$ cat src/rtl/merge_core_if.sv
// rtl/merge_core_if.sv - handshake bundle between merge_core and its upstream/downstream FIFOs
interface merge_core_if;
    logic [31:0] i_fifo_1;
    logic        i_fifo_1_empty;
    logic [31:0] i_fifo_2;
    logic        i_fifo_2_empty;
    logic        i_fifo_out_ready;
    logic        o_fifo_1_read;
    logic        o_fifo_2_read;
    logic        o_out_fifo_write;
    logic [31:0] o_data;

    modport slave (
        input  i_fifo_1, i_fifo_1_empty, i_fifo_2, i_fifo_2_empty, i_fifo_out_ready,
        output o_fifo_1_read, o_fifo_2_read, o_out_fifo_write, o_data
    );

    modport master (
        output i_fifo_1, i_fifo_1_empty, i_fifo_2, i_fifo_2_empty, i_fifo_out_ready,
        input  o_fifo_1_read, o_fifo_2_read, o_out_fifo_write, o_data
    );
endinterface

$ cat src/rtl/merge_core.sv
// rtl/merge_core.sv - two-way merge of non-increasing zero-terminated key runs
module merge_fifo #(
    parameter int DEPTH = 4,
    parameter int AW    = $clog2(DEPTH)
) (
    input  logic        i_clk,
    input  logic        i_rst,
    input  logic        i_push,
    input  logic [31:0] i_din,
    input  logic        i_pop,
    output logic [31:0] o_head,
    output logic        o_empty,
    output logic        o_full
);
    localparam logic [AW:0] L_FULL = DEPTH[AW:0];

    logic [31:0]   r_mem [DEPTH];
    logic [AW-1:0] r_wr;
    logic [AW-1:0] r_rd;
    logic [AW:0]   r_count;

    always_ff @(posedge i_clk or posedge i_rst) begin
        if (i_rst) begin
            r_wr    <= '0;
            r_rd    <= '0;
            r_count <= '0;
            for (int i = 0; i < DEPTH; i++) r_mem[i] <= '0;
        end else begin
            if (i_push) begin
                r_mem[r_wr] <= i_din;
                r_wr        <= r_wr + 1'b1;
            end
            if (i_pop) r_rd <= r_rd + 1'b1;
            case ({i_push, i_pop})
                2'b10:   r_count <= r_count + 1'b1;
                2'b01:   r_count <= r_count - 1'b1;
                default: r_count <= r_count;
            endcase
        end
    end

    assign o_head  = r_mem[r_rd];
    assign o_empty = (r_count == '0);
    assign o_full  = (r_count == L_FULL);
endmodule

module merge_core #(
    parameter int DEPTH = 4
) (
    input  logic         i_clk,
    input  logic         i_rst,
    merge_core_if.slave  bus
);
    logic [31:0] w_head_a, w_head_b, w_head_c, w_din_c;
    logic        w_empty_a, w_empty_b, w_empty_c;
    logic        w_full_a, w_full_b, w_full_c;
    logic        w_pop_a, w_pop_b, w_pop_c, w_push_c;
    logic        w_read_1, w_read_2, w_merge_en;

    assign w_pop_c    = ~i_rst & ~w_empty_c & bus.i_fifo_out_ready;
    assign w_merge_en = ~i_rst & ~w_empty_a & ~w_empty_b & (~w_full_c | w_pop_c);

    // A double-zero collapses both terminators into one; ties go to stream A.
    always_comb begin
        w_pop_a  = 1'b0;
        w_pop_b  = 1'b0;
        w_push_c = 1'b0;
        w_din_c  = '0;
        if (w_merge_en) begin
            w_push_c = 1'b1;
            if (w_head_a == '0 && w_head_b == '0) begin
                w_pop_a = 1'b1;
                w_pop_b = 1'b1;
            end else if (w_head_a == '0) begin
                w_din_c = w_head_b;
                w_pop_b = 1'b1;
            end else if (w_head_b == '0 || w_head_a >= w_head_b) begin
                w_din_c = w_head_a;
                w_pop_a = 1'b1;
            end else begin
                w_din_c = w_head_b;
                w_pop_b = 1'b1;
            end
        end
    end

    assign w_read_1 = ~i_rst & ~bus.i_fifo_1_empty & (~w_full_a | w_pop_a);
    assign w_read_2 = ~i_rst & ~bus.i_fifo_2_empty & (~w_full_b | w_pop_b);

    merge_fifo #(.DEPTH(DEPTH)) u_fifo_a (
        .i_clk(i_clk), .i_rst(i_rst), .i_push(w_read_1), .i_din(bus.i_fifo_1),
        .i_pop(w_pop_a), .o_head(w_head_a), .o_empty(w_empty_a), .o_full(w_full_a)
    );

    merge_fifo #(.DEPTH(DEPTH)) u_fifo_b (
        .i_clk(i_clk), .i_rst(i_rst), .i_push(w_read_2), .i_din(bus.i_fifo_2),
        .i_pop(w_pop_b), .o_head(w_head_b), .o_empty(w_empty_b), .o_full(w_full_b)
    );

    merge_fifo #(.DEPTH(DEPTH)) u_fifo_c (
        .i_clk(i_clk), .i_rst(i_rst), .i_push(w_push_c), .i_din(w_din_c),
        .i_pop(w_pop_c), .o_head(w_head_c), .o_empty(w_empty_c), .o_full(w_full_c)
    );

    assign bus.o_fifo_1_read    = w_read_1;
    assign bus.o_fifo_2_read    = w_read_2;
    assign bus.o_out_fifo_write = w_pop_c;
    // An empty C may point at a stale slot, so its head is masked.
    assign bus.o_data           = (i_rst | w_empty_c) ? 32'd0 : w_head_c;
endmodule

$ cat src/flat_wrapper.sv
// flat-port wrapper written by rule: the top's interface ports become plain ports
module merge_core_flat 
#(
    parameter int DEPTH = 4
)
  (i_clk, i_rst, bus_i_fifo_1, bus_i_fifo_1_empty, bus_i_fifo_2, bus_i_fifo_2_empty, bus_i_fifo_out_ready, bus_o_fifo_1_read, bus_o_fifo_2_read, bus_o_out_fifo_write, bus_o_data);
  merge_core_if bus_i ();
  input  logic i_clk;
  input  logic i_rst;
  input wire logic [$bits(bus_i.i_fifo_1)-1:0] bus_i_fifo_1;
  input wire logic [$bits(bus_i.i_fifo_1_empty)-1:0] bus_i_fifo_1_empty;
  input wire logic [$bits(bus_i.i_fifo_2)-1:0] bus_i_fifo_2;
  input wire logic [$bits(bus_i.i_fifo_2_empty)-1:0] bus_i_fifo_2_empty;
  input wire logic [$bits(bus_i.i_fifo_out_ready)-1:0] bus_i_fifo_out_ready;
  output wire logic [$bits(bus_i.o_fifo_1_read)-1:0] bus_o_fifo_1_read;
  output wire logic [$bits(bus_i.o_fifo_2_read)-1:0] bus_o_fifo_2_read;
  output wire logic [$bits(bus_i.o_out_fifo_write)-1:0] bus_o_out_fifo_write;
  output wire logic [$bits(bus_i.o_data)-1:0] bus_o_data;
  assign bus_i.i_fifo_1 = bus_i_fifo_1;
  assign bus_i.i_fifo_1_empty = bus_i_fifo_1_empty;
  assign bus_i.i_fifo_2 = bus_i_fifo_2;
  assign bus_i.i_fifo_2_empty = bus_i_fifo_2_empty;
  assign bus_i.i_fifo_out_ready = bus_i_fifo_out_ready;
  assign bus_o_fifo_1_read = bus_i.o_fifo_1_read;
  assign bus_o_fifo_2_read = bus_i.o_fifo_2_read;
  assign bus_o_out_fifo_write = bus_i.o_out_fifo_write;
  assign bus_o_data = bus_i.o_data;
  merge_core #(.DEPTH(DEPTH)) u_core (.i_clk(i_clk), .i_rst(i_rst), .bus(bus_i));
endmodule
$ cat config.mk
export PLATFORM = sky130hd
export DESIGN_NAME = merge_core_flat
export DESIGN_NICKNAME = d
export VERILOG_FILES = /design/src/rtl/merge_core_if.sv /design/src/rtl/merge_core.sv /design/src/flat_wrapper.sv
export SDC_FILE = /design/constraint.sdc
export NUM_CORES = 1
export LEC_CHECK = 0
export CORE_MARGIN = 2
export CORE_UTILIZATION = 55
export CTS_CLUSTER_DIAMETER = 50
export DETAILED_ROUTE_END_ITERATION = 10
export MAX_ROUTING_LAYER = met4
export PLACE_DENSITY = 0.87
export SLEW_MARGIN = 15
export SYNTH_ARGS = -nofsm -noshare
export SYNTH_HDL_FRONTEND = slang
export SYNTH_SLANG_ARGS = --single-unit
export TNS_END_PERCENT = 5
$ cat constraint.sdc
create_clock -name i_clk -period 14.45 [get_ports i_clk]
set_input_delay 2.89 -clock i_clk [delete_from_list [all_inputs] [get_ports i_clk]]
set_output_delay 2.89 -clock i_clk [all_outputs]
set_load 0.01 [all_outputs]
Yosys cells after proc, flatten, opt, wreduce, memory -nomap -nowiden
Index checks and enable logic that the tools add are counted.
W data, S select, Z words.
{"block": "totals", "inputBits": 69, "reg_bits": 405, "wordCells": 128}
{"block": "op_classes", "n_mux": 35, "bitwise": 28, "order_cmp": 10, "n_addsub": 12, "n_eq_ne": 9, "reduce_logical": 13}
{"operator": "$mux W32", "count": 14}
{"operator": "$bwmux W128", "count": 3}
{"operator": "$bmux W32 S2", "count": 3}
{"operator": "$demux W32 S2", "count": 3}
{"operator": "$logic_not A32 Y1", "count": 2}
{"operator": "$ge A32 B32 Y1", "count": 1}
{"operator": "$ge A3 B3 Y1 const B", "count": 6}
{"operator": "$not A2 Y3", "count": 6}
{"operator": "$pmux W3 S2", "count": 3}
{"operator": "$add A2 B1 Y2 const B", "count": 6}
{"operator": "$add A3 B1 Y3 const B", "count": 3}
{"operator": "$and A1 B1 Y1", "count": 9}
{"operator": "$eq A3 B3 Y1 const B", "count": 3}
{"operator": "$logic_not A3 Y1", "count": 3}
{"operator": "$lt A3 B1 Y1 const B", "count": 3}
{"operator": "$mux W1", "count": 9}
{"operator": "$not A1 Y1", "count": 9}
{"operator": "$sub A3 B1 Y3 const B", "count": 3}
{"operator": "$eq A2 B1 Y1 const B", "count": 3}
{"operator": "$eq A2 B2 Y1 const B", "count": 3}
{"operator": "$reduce_bool A2 Y1", "count": 3}
{"operator": "$logic_and A1 B1 Y1", "count": 4}
{"operator": "$or A1 B1 Y1", "count": 4}
{"operator": "$logic_or A1 B1 Y1", "count": 1}

Depth between registers and ports, before layout
{"block": "logic_depth", "ltp_word": 14, "ltp_mapped": 21, "ltp_nobuf": 17}

Modules after synthesis
From an unflattened synthesis, not the netlist that was laid out.
{"block": "unflattened", "cells_unflattened": 1332, "hier_area_um2": 20005.4}
{"module": "merge_fifo", "cells_each": 346, "area_each_um2": 6032.0, "n_inst": 3, "seq_area_each_um2": 3378.2}
{"module": "merge_core", "cells_each": 294, "area_each_um2": 1909.3, "n_inst": 1, "seq_area_each_um2": 0.0}

Worst setup path before layout
OpenSTA, ideal clock, no wires.
{"block": "synth_path", "path_type": "input to output", "start": "input port i_rst", "end": "output port bus_o_fifo_1_read", "t_arrival_ns": 4.770, "slack_ns": 6.790, "cell_stages": 7, "n_path_buf": 1, "path_cell_list": "nor2_1 -> nand2_1 -> a2111oi_0 -> nor2b_1 -> a31oi_4 -> and2_0 -> clkbuf_1"}
{"block": "synth_between", "elab_chain_cells": 8, "word_cells_on_any_way": 11}
{"element": "start: declaration", "line_no": "flat_wrapper.sv:9", "rtl": "input logic i_rst;"}
{"element": "$not A1 Y1 *", "line_no": "merge_core.sv:60, merge_core.sv:61, merge_core.sv:87"}
{"element": "$and A1 B1 Y1 (2 in a row)", "line_no": "merge_core.sv:60", "rtl": "assign w_pop_c = ~i_rst & ~w_empty_c & bus.i_fifo_out_ready;"}
{"element": "$or A1 B1 Y1", "line_no": "merge_core.sv:61", "rtl": "assign w_merge_en = ~i_rst & ~w_empty_a & ~w_empty_b & (~w_full_c | w_pop_c);"}
{"element": "$and A1 B1 Y1", "line_no": "merge_core.sv:61"}
{"element": "$mux W1", "line_no": "merge_core.sv:69", "rtl": "if (w_merge_en) begin"}
{"element": "$or A1 B1 Y1", "line_no": "merge_core.sv:87", "rtl": "assign w_read_1 = ~i_rst & ~bus.i_fifo_1_empty & (~w_full_a | w_pop_a);"}
{"element": "$and A1 B1 Y1 *", "line_no": "merge_core.sv:87"}
{"element": "end: declaration", "line_no": "flat_wrapper.sv:15", "rtl": "output wire logic [$bits(bus_i.o_fifo_1_read)-1:0] bus_o_fifo_1_read;"}
Mark *: on every way between the ends. The rest lies on a longest branch, timed or not.

Worst setup path after layout
{"block": "layout_path", "start": "input port i_rst", "end": "output port bus_o_fifo_2_read"}
{"block": "layout_between", "elab_chain_cells": 8, "word_cells_on_any_way": 11}
{"element": "$not A1 Y1 *", "line_no": "merge_core.sv:60, merge_core.sv:61, merge_core.sv:88"}
{"element": "$and A1 B1 Y1 (2 in a row)", "line_no": "merge_core.sv:60"}
{"element": "$or A1 B1 Y1", "line_no": "merge_core.sv:61"}
{"element": "$and A1 B1 Y1", "line_no": "merge_core.sv:61"}
{"element": "$mux W1", "line_no": "merge_core.sv:69"}
{"element": "$or A1 B1 Y1", "line_no": "merge_core.sv:88", "rtl": "assign w_read_2 = ~i_rst & ~bus.i_fifo_2_empty & (~w_full_b | w_pop_b);"}
{"element": "$and A1 B1 Y1 *", "line_no": "merge_core.sv:88"}
{"element": "end: declaration", "line_no": "flat_wrapper.sv:16", "rtl": "output wire logic [$bits(bus_i.o_fifo_2_read)-1:0] bus_o_fifo_2_read;"}
Marks and branches as above.

==> flow_summary.json <==
{
  "finalCritPeriodShare_pct": 63.2,
  "vias_per_cell": 6.29,
  "cp-start-kind": "input pin",
  "ys_ff_latch": 405,
  "floorplan.initialDensity_pct": 56.1,
  "dpl_worst_slack_ns": 5.33,
  "setup_viol_count_final": 0,
  "cpPeakStageDelay_ns": 0.65,
  "grt_max_degree": 183,
  "yosys-top-cells-area": "dfrtp_1, mux2_2, mux4_2",
  "grt_overflow_total": 0,
  "final_nets": 1607,
  "antenna_left": 0,
  "root_buffer": "clkbuf_16",
  "fin_skew_ns": 0.0249,
  "grt_use_total_pct": 25.7,
  "syn_area_per_cell_um2": 13.7,
  "ys.flop_type": "dfrtp_1",
  "fin_util_pct": 64.1,
  "power_frac_seq_pct": 32.2,
  "io_pins": 104,
  "core_area_um2": 34600,
  "synth.distinct_cells": 44,
  "p_sw_mw": 2.46,
  "die_w_um": 192,
  "clock-sinks": 405,
  "drc_errors": 0,
  "swShare_pct": 40.5,
  "hold_violations": 0,
  "port_buffers": 103,
  "max_slew_margin_pct": 31.8,
  "path_max_fanout": 33,
  "critical_path_arrival_ns": 6.24,
  "outcome": "finished clean",
  "p_leak_nw": 9.59,
  "setup_tns_ns": 0,
  "cp.required_ns": 11.56,
  "ctsResizeCount": 0,
  "die_h_um": 192,
  "synth_area_um2": 19400,
  "nFillCells": 2383,
  "crit_buf_inv": 4,
  "post-route-min-period_ns": 9.13,
  "syn_to_final_growth_pct": 14.4,
  "synth_top_cell_area_share_pct": 52.2,
  "grt_pass1_vias": 12700,
  "p_int_mw": 3.62,
  "max_freq_mhz": 110,
  "synth_nets": 1539,
  "grt_antenna_before_repair": 0,
  "vias": 12400,
  "cts_hold_buf": 0,
  "drt_wl_total_mm": 44.1,
  "crit_chain": "clkdlybuf4s50_1, nor2_1, buf_4, nand2_1, a2111oi_2, buf_4, nand2_1, a21boi_0, clkdlybuf4s50_1",
  "cts_buffers": 45,
  "multiInputGateArea_um2": 8640,
  "critical_path_class": "in2out",
  "endpoint_kind": "output port",
  "cts_setup_buffers": 0,
  "final_max_slew_viol_count": 0,
  "ys_warn_count": 0,
  "cts_buffer_depth": 3,
  "wire_per_inst_um": 22.3,
  "dp_hpwl_mm": 28.5,
  "clk_latency_ns": 0.57,
  "cts_max_level": 2,
  "synth_cells": 1421,
  "die-area_um2": 36800,
  "yosysTopAreaCell": "dfrtp_1",
  "cts_tree": "built",
  "synth_edf_count": 0,
  "pwr-share-clk_pct": 19.0,
  "drive_gt1_share_pct": 29.5,
  "synth-seq-area-share_pct": 52.2,
  "combPwrFrac_pct": 48.8,
  "postLayoutSetupSlackWorst_ns": 5.32,
  "power_density_nw_per_um2": 274,
  "max_cap_violations": 0,
  "dr.pass1.iters": 5,
  "seq_area_um2": 10100,
  "place.gp.congestion": 0.917,
  "crit_path_top_delay_cell": "clkdlybuf4s50_1",
  "worst_pin_slew_ns": 1.02,
  "drtIter0Drc": 1210,
  "cts.clk_slew.worst_paths_ns": 0.06,
  "synthArstFlopShare_pct": 100,
  "grt_pass1_wl_mm": 70.9,
  "vdd_drop_max_mv": 0.239,
  "antenna_cells": 0,
  "rsz0062_at_grt": "no",
  "worstHoldPathType": "reg2reg",
  "row_count": 68,
  "cpLargestDelayFamily": "buffers and inverters"
}
[per-stage QoR]
stage | hold slack, ns | power, mW | area, um2 | cells
final | 0.474 | 6.09 | 22200 | 1978
after CTS | 0.474 | 6.06 | 22200 | 1978
after global placement | 0.454 | 4.72 | 20700 | 1897
after detailed placement | 0.460 | 4.88 | 20700 | 1897
after floorplan | 0.443 | 4.03 | 19400 | 1421
after global routing | 0.497 | 6.43 | 22200 | 1978
[cells in the mapped netlist (3+ instances only)]
cell	count
and3_1	4
a21o_1	6
dfrtp_1	405
fa_1	3
mux2_2	248
nor4_1	17
mux2_1	11
clkbuf_1	54
nand3_1	5
ha_1	46
buf_6	11
buf_2	25
and2_1	32
o31ai_1	128
xor2_1	5
xnor2_1	11
mux4_2	96
nand2_1	147
nand4_1	11
nor3_1	5
a21oi_1	14
nor2_1	11
inv_1	51
mux2i_1	34
buf_1	6
nand3_4	4
o21ai_0	11
[worst min-delay path, stage by stage (launching register included)]
cell,delay [ns]
dfrtp_1,0.34
nand2_1,0.05
o31ai_1,0.05
[registers in the layout (all words and copies together) (netlist names)]
signal and count:
u_core.u_fifo_a.r_count 3, u_core.u_fifo_c.r_wr 2, u_core.u_fifo_c.r_rd 2, u_core.u_fifo_b.r_mem 128
u_core.u_fifo_a.r_mem 128, u_core.u_fifo_b.r_wr 2, u_core.u_fifo_a.r_wr 2, u_core.u_fifo_b.r_rd 2
u_core.u_fifo_c.r_mem 128, u_core.u_fifo_c.r_count 3, u_core.u_fifo_a.r_rd 2, u_core.u_fifo_b.r_count 3
[power by group through the flow]
stage / Combinational, mW / Sequential (mW) / Clock, mW
after global routing: 3.19 / 2.02 / 1.22
after floorplan: 2.19 / 1.84 / 0
final: 2.97 / 1.96 / 1.15
after global placement: 2.81 / 1.92 / 0
after detailed placement: 2.91 / 1.97 / 0
after CTS: 2.94 / 1.96 / 1.17
[cells by family (layout without fill, tap and decap cells)]
group	after synthesis	after routing	share of synthesized area, %
DFF	405	405	52.2
muxes	389	389	27.9
and+or+nand+nor	242	242	5.96
AOI/OAI and AO/OA	172	172	6.46
buffers and inverters	148	250	3.47
adders and majority gates	49	49	3.27
xor gates and xnor gates	16	16	0.722
[layout by cell type (no fill, tap or decap), types with 13 or more instances in the layout]
master,netlist,final
a21oi_1,14,14
and2_1,32,32
buf_4,1,13
clkbuf_16,0,46
clkdlybuf4s50_1,0,103
dfrtp_1,405,401
ha_1,46,46
inv_1,51,50
mux2_2,248,248
mux2i_1,34,34
mux4_2,96,96
nand2_1,147,142
nor4_1,17,17
o31ai_1,128,128
[area by class of cell]
class	count	share of cell area, %
multi-input cells	868	38.9
clock buffers	63	5.70
clock inverters	18	1.07
flip-flops and latches	405	45.7
repair buffers	118	5.22
inverters	51	0.896
well taps	455	2.56
[routing by layer]
layer | vias to the layer above | wire (um) | part of all wire (%) | GRT usage (%)
li1 | 5379 | - | - | -
met1 | 6570 | 18600 | 42 | 34.6
met2 | 405 | 21500 | 49 | 39.7
met3 | 81 | 2870 | 6.5 | 5.15
met4 | 0 | 1240 | 2.8 | 8.40
met5 | - | 0 | 0 | -
[path summary, 6_finish.rpt]
check                                                       from                                     end  slack [ns]  depth (start not counted)
hold / removal             u_core.u_fifo_c.r_mem[68]$_DFFE_PP0P_   u_core.u_fifo_c.r_mem[68]$_DFFE_PP0P_        0.47                          2
hold reg to reg            u_core.u_fifo_c.r_mem[68]$_DFFE_PP0P_   u_core.u_fifo_c.r_mem[68]$_DFFE_PP0P_        0.47                          2
setup reg to reg             u_core.u_fifo_b.r_rd[0]$_DFFE_PP0P_  u_core.u_fifo_a.r_count[2]$_DFFE_PP0P_        8.87                         19
setup / recovery                                           i_rst                       bus_o_fifo_2_read        5.32                          9
min in group asynchronous                                  i_rst  u_core.u_fifo_b.r_count[1]$_DFFE_PP0P_        3.16                          2
max in group asynchronous                                  i_rst     u_core.u_fifo_a.r_rd[0]$_DFFE_PP0P_        9.56                          3
No activity file was read; power rests on OpenSTA's default activity.
==> RTL edit: new RTL, same settings <==
`DEPTH` is set to 4 in 3 places; all go to 8.
--- a/src/rtl/merge_core.sv
+++ b/src/rtl/merge_core.sv
@@ -1,6 +1,6 @@
 // rtl/merge_core.sv - two-way merge of non-increasing zero-terminated key runs
 module merge_fifo #(
-    parameter int DEPTH = 4,
+    parameter int DEPTH = 8,
     parameter int AW    = $clog2(DEPTH)
 ) (
     input  logic        i_clk,
@@ -45,7 +45,7 @@
 endmodule
 
 module merge_core #(
-    parameter int DEPTH = 4
+    parameter int DEPTH = 8
 ) (
     input  logic         i_clk,
     input  logic         i_rst,
--- a/src/flat_wrapper.sv
+++ b/src/flat_wrapper.sv
@@ -1,7 +1,7 @@
 // flat-port wrapper written by rule: the top's interface ports become plain ports
 module merge_core_flat 
 #(
-    parameter int DEPTH = 4
+    parameter int DEPTH = 8
 )
   (i_clk, i_rst, bus_i_fifo_1, bus_i_fifo_1_empty, bus_i_fifo_2, bus_i_fifo_2_empty, bus_i_fifo_out_ready, bus_o_fifo_1_read, bus_o_fifo_2_read, bus_o_out_fifo_write, bus_o_data);
   merge_core_if bus_i ();
Check against the original RTL: no difference found for any inputs over 4 cycles, from zero or initial values and one cycle with i_rst high; that may be too few to reach the edited logic, so the function may still have changed.
==> RTL edit against the original RTL <==
- routed wire length up 130%
- setup slack worse by 0.55 ns
- combinational power grew 90%
- sequential cell count grew 393
- sequential share of layout area is 0.52 points higher
- power up 98%
- worst hold slack better by 0.018 ns
- design area rose by 95%
- synthesized area increased by 96%
==> RTL edit: results (changes against the original RTL) <==
Outcome
  – Outcome: completed

Pwr
  – Leakage Power: 0.0190 uW (+98%)

Place
  – Final Wtd Congestion: 0.938 (+2.4%)
  – HPWL Detailed: 62800 um (+120%)

Synthesis
  – Synth top area cells: dfrtp_1 52%, mux2_2 15%, mux4_2 11%
  – Synth Area in Compound Gates: 0.0942 (+0.0296)
  – Synth unique cells: 65 (+48%)
  – Synth Area in Adders: 0.0167 (-0.0161)
  – XOR/XNOR Fraction of Synth Area: 0.00506 (-0.00216)
  – Sequential area share after synthesis: 0.524 (+0.00225)
  – Syn Nets: 2789 (+81%)
  – Most instantiated cells after synthesis: 798 x dfrtp_1, 492 x mux2_2, 250 x a22o_1

Route
  – Wire per inst: 27.5 um (+23%)
  – Drt via density: 6.85 (+8.9%)
  – Initial DRC count: 2830 (+130%)

Clock tree
  – Num CTS Buffers: 91 (+100%)
  – H-tree Lvls: 3 (+1)
  – Clk Latency, worst-skew pair: 0.66 ns (+0.09 ns)

Timing
  – Max-Slew Margin vs Limit: 0.184 (-0.134)
  – Worst Tran Pin Value: 1.22 ns (+0.201 ns)
  – Final Skew: 0.0342 ns (+0.00933 ns)

Worst setup path
  – Worst path arrival time: 6.79 ns (+0.55 ns)
  – CP max FO: 83 (+150%)

Layout
  – Share of cells above drive strength 1: 0.339 (+0.0433)
  – Top flop regs: u_core.u_fifo_a.r_mem (256), u_core.u_fifo_b.r_mem (256), u_core.u_fifo_c.r_mem (256)
  – Nets: 2847 (+77%)

Global routing
  – Largest net degree at the start of global routing: 212 (+16%)
  – Vias in the first global route: 27100 (+110%)
  – Total GRT Usage: 0.302 (+0.0453)
  – First-pass GRT wire length: 161000 um (+130%)
  – Initial antenna violation count: 5 (+5)

Floorplanning
  – Core ar.: 68600 sq um (+98%)
==> RTL edit: critical path, stage by stage, from the launching register on <==
cell,delay [ns]
dfrtp_4,0.70
buf_4,0.93
mux4_2,0.43
mux2i_1,0.54
ha_1,0.38
a21o_1,0.17
a21oi_1,0.21
o211ai_1,0.13
a2111oi_0,0.49
o31ai_1,0.18
o21bai_4,0.19
buf_4,0.33
a21oi_4,0.20
buf_4,0.37
o21a_1,0.26
clkdlybuf4s50_1,0.56
==> RTL edit: per-stage QoR <==
step,setup WS (ns),std cells
2_1_floorplan,-5.46,2671
3_3_place_gp,5.52,3565
3_5_place_dp,5.37,3565
4_1_cts,4.85,3733
5_1_grt,4.23,3739
6_report,4.77,3739
==> RTL edit: cells by family (layout without fill, tap and decap cells) <==
kind of cell | count (synthesis) | in the layout
buffers and inverters | 213 | 346
other | 0 | 4
AO/OA/AOI/OAI | 447 | 447
adder cells (fa/ha/maj) | 49 | 49
multiplexers | 819 | 819
XOR/XNOR | 22 | 22
AND/OR/NAND/NOR | 323 | 323
flip-flops | 798 | 798
==> RTL edit: cell type report <==
class,count,area (sq um)
diodes,4,10.0
clock buffers,124,2620
clock inverters,44,510
fillers,4592,25300
inverters,24,93.8
multi-input cells,1660,17400
flip-flops and latches,798,20000
well taps,931,1160
repair buffers,154,1480
==> RTL edit: worst paths after layout <==
| kind | start | to | slack [ns] | depth (start not counted) |
|---|---|---|---|---|
| min in group asynchronous | i_rst | u_core.u_fifo_c.r_count[3]$_DFFE_PP0P_ | 3.05 | 4 |
| min | u_core.u_fifo_b.r_mem[37]$_DFFE_PP0P_ | u_core.u_fifo_b.r_mem[37]$_DFFE_PP0P_ | 0.49 | 1 |
| max reg2reg | u_core.u_fifo_b.r_rd[2]$_DFFE_PP0P_ | u_core.u_fifo_b.r_count[3]$_DFFE_PP0P_ | 7.65 | 20 |
| min reg2reg | u_core.u_fifo_b.r_mem[37]$_DFFE_PP0P_ | u_core.u_fifo_b.r_mem[37]$_DFFE_PP0P_ | 0.49 | 1 |
| max | u_core.u_fifo_b.r_rd[2]$_DFFE_PP0P_ | bus_o_fifo_2_read | 4.77 | 15 |
| max in group asynchronous | i_rst | u_core.u_fifo_b.r_mem[124]$_DFFE_PP0P_ | 8.17 | 8 |
==> RTL edit: report_power, final <==
part | total, uW | leakage, uW | internal [uW] | switching, uW
Clock | 2370 | 0.00154 | 1410 | 960
Sequential | 4010 | 0.0102 | 3190 | 823
Combinational | 5640 | 0.00726 | 2470 | 3170
==> RTL edit: layer usage <==
metal  GRT usage  vias up  routed length (um)
met5           -        -                   0
met2       0.474     1442               49900
met3      0.0691      308                9330
met1       0.375    13400               38900
li1            -    10400                   -
met4       0.143        0                4800
